$ cat config.mk
export PLATFORM = sky130hd
export DESIGN_NAME = yin_sample_buffer
export DESIGN_NICKNAME = d
export VERILOG_FILES = /design/src/rtl/yin_sample_buffer.sv
export SDC_FILE = /design/constraint.sdc
export NUM_CORES = 2
export LEC_CHECK = 0
export BUFFER_PORTS_ARGS = -buffer_cell sky130_fd_sc_hd__buf_4
export CELL_PAD_IN_SITES_DETAIL_PLACEMENT = 2
export CELL_PAD_IN_SITES_GLOBAL_PLACEMENT = 2
export CORE_MARGIN = 5
export CORE_UTILIZATION = 40
export DETAILED_ROUTE_END_ITERATION = 7
export GPL_ROUTABILITY_DRIVEN = 0
export MAX_ROUTING_LAYER = met4
export PLACE_DENSITY = 0.64
export REMOVE_ABC_BUFFERS = 1
export SYNTH_ARGS = -nofsm -noshare
export SYNTH_HDL_FRONTEND = slang
export SYNTH_SLANG_ARGS = --single-unit
$ cat constraint.sdc
create_clock -name clk -period 2.6 [get_ports clk]
set_clock_uncertainty 0.2 [all_clocks]
set_input_delay 0.13 -clock clk [delete_from_list [all_inputs] [get_ports clk]]
set_output_delay 0.13 -clock clk [all_outputs]
set_load 0.1 [all_outputs]
$ cat src/rtl/yin_sample_buffer.sv
// yin_sample_buffer: circular 2N-entry sample store for the YIN difference
// engine. Samples are written at the audio rate, analysis frames of
// N+MAX_TAU samples are published every N writes with a valid/ack
// handshake, and the engine reads back through a registered port with
// one-cycle latency (read-before-write on a same-entry collision).
// Optional build macro: YIN_SAMPLE_BUFFER_HOLD_EN -- when defined, writes
// are dropped instead of overwriting a frame the engine still owns.
module yin_sample_buffer #(
    parameter int DATA_WIDTH       = 8,
    parameter int WINDOW_SIZE_BITS = 8,
    parameter int MAX_TAU          = 40,
    parameter int ADDR_WIDTH       = 16
) (
    input  logic                  clk,
    input  logic                  reset,
    input  logic [DATA_WIDTH-1:0] sample_in,
    input  logic                  sample_valid,
    input  logic [ADDR_WIDTH-1:0] address,
    output logic [DATA_WIDTH-1:0] data_out,
    output logic [ADDR_WIDTH-1:0] initial_address,
    output logic                  frame_valid,
    input  logic                  frame_ack,
    output logic                  frame_dropped,
    output logic                  overrun
);

    localparam int N         = 1 << WINDOW_SIZE_BITS;
    localparam int BUF       = 2 * N;
    localparam int PW        = WINDOW_SIZE_BITS + 1;
    localparam int FRAME_LEN = N + MAX_TAU;
    localparam int GUARD     = N - MAX_TAU;

    localparam logic [PW-1:0] FRAME_LEN_P = PW'(FRAME_LEN);
    localparam logic [PW-1:0] GUARD_P     = PW'(GUARD);
    localparam logic [PW-1:0] GUARD_SAT   = PW'(GUARD + 1);
    localparam logic [WINDOW_SIZE_BITS-1:0] HOP_LAST = {WINDOW_SIZE_BITS{1'b1}};

    localparam logic [1:0] ST_FILL = 2'd0;
    localparam logic [1:0] ST_BUSY = 2'd1;
    localparam logic [1:0] ST_IDLE = 2'd2;

    logic [DATA_WIDTH-1:0] mem [0:BUF-1];

    logic [PW-1:0]               wr_ptr_q, wr_ptr_d;
    logic [WINDOW_SIZE_BITS-1:0] hop_cnt_q, hop_cnt_d;
    logic [PW-1:0]               guard_cnt_q, guard_cnt_d;
    logic [PW-1:0]               init_ptr_q, init_ptr_d;
    logic [1:0]                  state_q, state_d;
    logic                        first_hop_q, first_hop_d;
    logic                        dropped_q, dropped_d;
    logic                        overrun_q, overrun_d;
    logic [DATA_WIDTH-1:0]       data_q;

    logic busy;
    logic at_guard;
    logic wr_en;
    logic boundary;
    logic publish;

    // Address bits above the buffer index are deliberately ignored (implicit wrap).
    logic unused_addr_hi;
    assign unused_addr_hi = ^address[ADDR_WIDTH-1:PW];

    assign busy     = (state_q == ST_BUSY);
    // The next write would touch the oldest sample of the protected frame.
    assign at_guard = busy && (guard_cnt_q == GUARD_P);

`ifdef YIN_SAMPLE_BUFFER_HOLD_EN
    assign wr_en = sample_valid && !at_guard;
`else
    assign wr_en = sample_valid;
`endif

    assign boundary = wr_en && (hop_cnt_q == HOP_LAST);
    // The first boundary after reset only completes half the buffer.
    assign publish  = boundary && ((state_q != ST_FILL) || first_hop_q);

    // Next-state logic: pointers, counters, frame handshake and status flags.
    always_comb begin
        wr_ptr_d    = wr_ptr_q;
        hop_cnt_d   = hop_cnt_q;
        guard_cnt_d = guard_cnt_q;
        init_ptr_d  = init_ptr_q;
        state_d     = state_q;
        first_hop_d = first_hop_q;
        dropped_d   = 1'b0;
        overrun_d   = overrun_q | (at_guard && sample_valid);

        if (wr_en) begin
            wr_ptr_d  = wr_ptr_q + 1'b1;
            hop_cnt_d = hop_cnt_q + 1'b1;
            if (busy && (guard_cnt_q != GUARD_SAT)) begin
                guard_cnt_d = guard_cnt_q + 1'b1;
            end
        end

        if (boundary && (state_q == ST_FILL)) begin
            first_hop_d = 1'b1;
        end

        if (publish) begin
            // A publish beats a coincident ack; only an unacked frame counts as dropped.
            state_d     = ST_BUSY;
            init_ptr_d  = wr_ptr_d - FRAME_LEN_P;
            guard_cnt_d = '0;
            dropped_d   = busy && !frame_ack;
        end else if (busy && frame_ack) begin
            state_d = ST_IDLE;
        end
    end

    // Sample memory write port; contents deliberately survive reset.
    always_ff @(posedge clk) begin
        if (wr_en && !reset) begin
            mem[wr_ptr_q] <= sample_in;
        end
    end

    // Registered read port, old data returned on a same-entry write.
    always_ff @(posedge clk) begin
        if (reset) begin
            data_q <= '0;
        end else begin
            data_q <= mem[address[PW-1:0]];
        end
    end

    // Control state registers.
    always_ff @(posedge clk) begin
        if (reset) begin
            wr_ptr_q    <= '0;
            hop_cnt_q   <= '0;
            guard_cnt_q <= '0;
            init_ptr_q  <= '0;
            state_q     <= ST_FILL;
            first_hop_q <= 1'b0;
            dropped_q   <= 1'b0;
            overrun_q   <= 1'b0;
        end else begin
            wr_ptr_q    <= wr_ptr_d;
            hop_cnt_q   <= hop_cnt_d;
            guard_cnt_q <= guard_cnt_d;
            init_ptr_q  <= init_ptr_d;
            state_q     <= state_d;
            first_hop_q <= first_hop_d;
            dropped_q   <= dropped_d;
            overrun_q   <= overrun_d;
        end
    end

    assign data_out        = data_q;
    assign initial_address = ADDR_WIDTH'(init_ptr_q);
    assign frame_valid     = busy;
    assign frame_dropped   = dropped_q;
    assign overrun         = overrun_q;

endmodule

---- Word-level counts from Yosys, hierarchy flattened ----
Memories as Yosys holds them, arrays and structs flattened. A register that Yosys moved wholly into a read port is not among the register bits.
Index checks and enable logic that the tools add are counted.
storage, ports and cells
  logic and storage cells ................. 43
  memory bits (writable) .................. 4096
  bits of input ports ..................... 28
  flip-flop bits (word level) ............. 40
  memories ................................ 1
operators by class
  reduce and logical (&&, ||, !) cells .... 18
  add/sub/neg operators ................... 4
  bitwise gates (word level) .............. 2
  eq/ne operators ......................... 4
  mux-type cells .......................... 5
memory list
  name  depth  width  read ports  clocked after Yosys merged registers in  wr ports  line  text
  mem   512    8      1           1                                        1         42    logic [DATA_WIDTH-1:0] mem [0:BUF-1];
operator list
  kind                   number
  $add A9 B1 Y9 const B  2
  $eq A9 B8 Y1 const B   1
  $logic_and A1 B1 Y1    9
  $mux W9                1
  $ne A9 B8 Y1 const B   1
  $sub A9 B9 Y9 const B  1
  $add A8 B1 Y8 const B  1
  $eq A8 B8 Y1 const B   1
  $mux W1                4
  $reduce_bool A2 Y1     2
  $reduce_or A2 Y1       2
  $eq A2 B1 Y1 const B   1
  $logic_not A1 Y1       2
  $logic_not A2 Y1       1
  $reduce_and A2 Y1      1
  $logic_or A1 B1 Y1     1
  $not A1 Y1             1
  $or A1 B1 Y1           1

---- Depth between registers and ports, before layout ----
  depth in word-level cells ............... 5
  mapped depth ............................ 14
  gate-level depth less buffers ........... 8

---- Worst setup path after synthesis ----
No wires, ideal clock.
  path kind ............................... register -> register
  from .................................... register state_q[0]
  to ...................................... register guard_cnt_q[8]
  arrival ................................. 2908 ps
  buffers on the path ..................... 0
  setup time .............................. 71 ps
  path slack .............................. -579 ps
  required time ........................... 2329 ps
  stages on the path, launching flop included .. 7
  path through ............................ dfxtp_1 -> nor2b_1 -> nand3_1 -> nor2_1 -> nand3_1 -> or3_1 -> a21oi_1
RTL lines
  what                         line  text
  start, declared              48    logic [1:0] state_q, state_d;
  start signal, assigned       144   state_q <= state_d;
  $eq A2 B1 Y1                 64    assign busy = (state_q == ST_BUSY);
  via frame_valid              21    output logic frame_valid,
  $logic_and A1 B1 Y1          92    if (busy && (guard_cnt_q != GUARD_SAT)) begin
  $reduce_and A2 Y1 (no line)  n/a
  end signal, assigned         142   guard_cnt_q <= guard_cnt_d;
  end, declared                46    logic [PW-1:0] guard_cnt_q, guard_cnt_d;
The timed path passes the listed nets, and every way through them passes these cells.
A chain may end at the register's enable or synchronous reset.

==> reports/summary.txt <==
=========================================================================================
Count of cell types in the netlist                                                     88
Result of the run                                                            finished, violations left
Hold WC Path Type                                                            input port to register
Slew @ Worst Pin                                                                0.9524 ns
Number of DRC violations after detailed routing                                         0
Remaining antenna violation count                                                       0
Total wire length                                                                547.8 mm
Synthesized area divided by synthesized cell count                             20.48 um^2
Number of antenna violations at the first check in global routing                      31
Count of flip-flops with a built-in enable after synthesis                           4096
Via count of the first global-routing pass                                          97500
Initial Util                                                                       0.4014
Clock tree root driver cell                                                     clkbuf_16
Area after detailed placement                                                 180200 um^2
Post-synthesis sequential element count                                              4144
Layout cell share with drive strength beyond 1                                     0.3401
Violations in the final reports                                              negative setup slack
Share of the core filled with cells                                                0.4847
Leading cell types in the layout, fill and taps excluded                     edfxtp_1 (4096), buf_4 (1391), mux4_2 (804), nor2_1 (666), clkbuf_16 (441)
Number of primary I/O pins                                                             55
Leakage power                                                                    63.90 nW
First-pass GRT wire length                                                       777.9 mm
Final setup violation count                                                             3
Critical path peak fanout                                                               2
Minimum period implied by the final worst setup slack                            2.983 ns
Critical Path RT                                                                  3.31 ns
RSZ-0062 raised after global routing                                                 true
Area of the mapped netlist                                                    161600 um^2
Proportion of register bits with asynchronous set or reset after synthesis              0
Number of H-tree levels                                                                 5
Warnings from Yosys                                                                     0
Pwr Density                                                                  732.2 nW/um^2
Fin. max-slew vios                                                                      0
Slew margin rel.                                                                   0.3650
DR vias                                                                             89340
Worst-case vdd ir drop                                                        0.0007435 V
Avg WL per Cell                                                                  35.90 um
Count of mapped cells out of synthesis                                               7890
Clock transition at the registers of the reported paths                           0.06 ns
Total count of hold-check failures in the final report                                  0
Sequential fraction of the synthesis area                                          0.7670
Area of the core                                                              402600 um^2
Clock insertion delay at the later pin of the skew report                         1.04 ns
Area growth from synthesis to layout                                               20.73%
Count of buffers inserted at the top-level ports                                       40
Overflow left after global routing                                                      0
Type of the setup path with the least slack                                  register to register
Vertical die dimension                                                           645.7 um
Overall global routing resource usage                                              0.2683
Setup ws final                                                                 -0.3834 ns
Post-route design area                                                        195100 um^2
Pin count of the biggest net entering global routing                                  120
Most used flip-flop cell after synthesis                                         edfxtp_1
Clock Sink Count                                                                     4144
Startpoint Class                                                                 register
Maximum root-to-sink buffer count                                                       4
Max Cap Violations                                                                      0
DP HPWL                                                                          356.9 mm
Final period util                                                                   1.147
Highest achievable clock rate                                                  0.3352 GHz
Count of TritonRoute iterations in the first routing pass                               6
Number of buffers created by CTS                                                      438
Nature of the critical path endpoint                                             register
Violation count after the first detailed-routing iteration                           9604
Floorplan die area                                                            416900 um^2
Number of core rows                                                                   233
Clock tree from TritonCTS                                                            done
Most common library cell in the layout ignoring fill and taps                    edfxtp_1
Vias per cell                                                                       5.854
Data arrival, critical path                                                       3.69 ns
Nets@finish                                                                          9511
Die extent in x                                                                  645.7 um
=========================================================================================
## cells in the mapped netlist, types with 27 or more instances
cell      number  area share
nand4_1       36      0.0014
buf_8         31      0.0029
o221ai_1      35      0.0019
edfxtp_1    4096        0.76
buf_2        126      0.0039
dfxtp_1       48      0.0059
clkbuf_1     188      0.0044
mux4_2       797        0.11
nor2b_1       27      0.0010
nand2_1      245      0.0057
o22ai_1      150      0.0058
a22oi_1      170      0.0079
a21oi_1      123      0.0038
and3_1        27      0.0010
o21ai_0       37      0.0011
nand3_1       81      0.0025
nor2_1       675       0.016
a211oi_1      42      0.0020
nor3_1        51      0.0016
mux2_2       113      0.0079
buf_4         63      0.0029
buf_6         60      0.0042
mux4_1        71       0.012
nor4_1        54      0.0021
mux2i_1      210       0.013
## per-stage QoR
stage | cells | power [mW] | hold slack, ns | setup WS (ns) | TNS (ns)
3_3_place_gp | 14410 | 82.60 | 0.2104 | -2.435 | -14.88
4_1_cts | 15250 | 143.9 | 0.008823 | -0.3842 | -0.5696
6_report | 15260 | 142.9 | 0.04275 | -0.3834 | -0.5143
5_1_grt | 15260 | 147.3 | 0.03670 | -0.4132 | -0.5028
3_5_place_dp | 14410 | 82.93 | 0.2283 | -1.811 | -16.49
2_1_floorplan | 7385 | 77.37 | 0.002383 | -1.150 | -11.09
## layout make-up
cell class / count / area [um^2]
fillers: 35650 / 207500
flip-flops and latches: 4144 / 124000
multi-input cells: 3233 / 35340
repair buffers: 1649 / 15300
clock buffers: 564 / 11610
well taps: 5405 / 6763
clock inverters: 242 / 2076
diodes: 16 / 40.04
inverters: 8 / 32.53
## what timing repair did
action	4_1_cts	5_1_grt
cloned	0	0
resized for setup	154	37
pin swaps	37	33
hold buffers	23	0
endpoints found under the setup margin	47	24
endpoints found under the hold margin	4145	0
setup buffers	6	2
## report_power, final
| part | internal [mW] | switching (mW) | leakage (nW) |
|---|---|---|---|
| Combinational | 3.09 | 5.19 | 20.1 |
| Sequential | 73.4 | 0.114 | 37.2 |
| Clock | 33.9 | 27.2 | 6.66 |
## worst paths after layout
kind,from,to,slack [ns],cells after the start
worst max-delay path,mem[485][2],data_out[2],-0.38,9
worst min-delay path,sample_in[3],mem[108][3],0.04,2
worst max register to register,mem[485][2],data_out[2],-0.38,9
worst min register to register,first_hop_q,first_hop_q,0.29,2
## flip-flops by register name, indices dropped and copies added, names as in the netlist, 2 cells and up
| register | flops |
|---|---|
| mem | 4096 |
| guard_cnt_q | 9 |
| init_ptr_q | 9 |
| wr_ptr_q | 9 |
| data_out | 8 |
| hop_cnt_q | 8 |
| state_q | 2 |
## routing by layer
layer	global-route usage	part of all wire	wire [um]	vias up
met4	0.09230	0.039	21260	0
met3	0.03156	0.059	32140	866
met2	0.4453	0.51	277200	3473
met5	-	0	0	-
met1	0.3451	0.40	217200	49120
li1	-	-	-	35890
## cell families after synthesis
kind of cell / share of synthesized area
compound gates: 0.03097
xor+xnor: 0.001409
fa+ha+maj: 0.0006967
buf+inv: 0.02117
flops: 0.7670
mux: 0.1435
other cells: 0.00002320
simple gates: 0.03529
## worst max-delay path, cell delays in order (launching register included)
cell	delay, ns
edfxtp_1	0.35
mux2i_1	0.11
o221ai_2	0.37
nor3_1	0.14
or4_4	0.67
nor4_2	0.17
buf_4	0.21
buf_4	0.13
nand4_1	0.32
o211ai_1	0.22
Note: power is estimated with default switching activity, not from simulation.
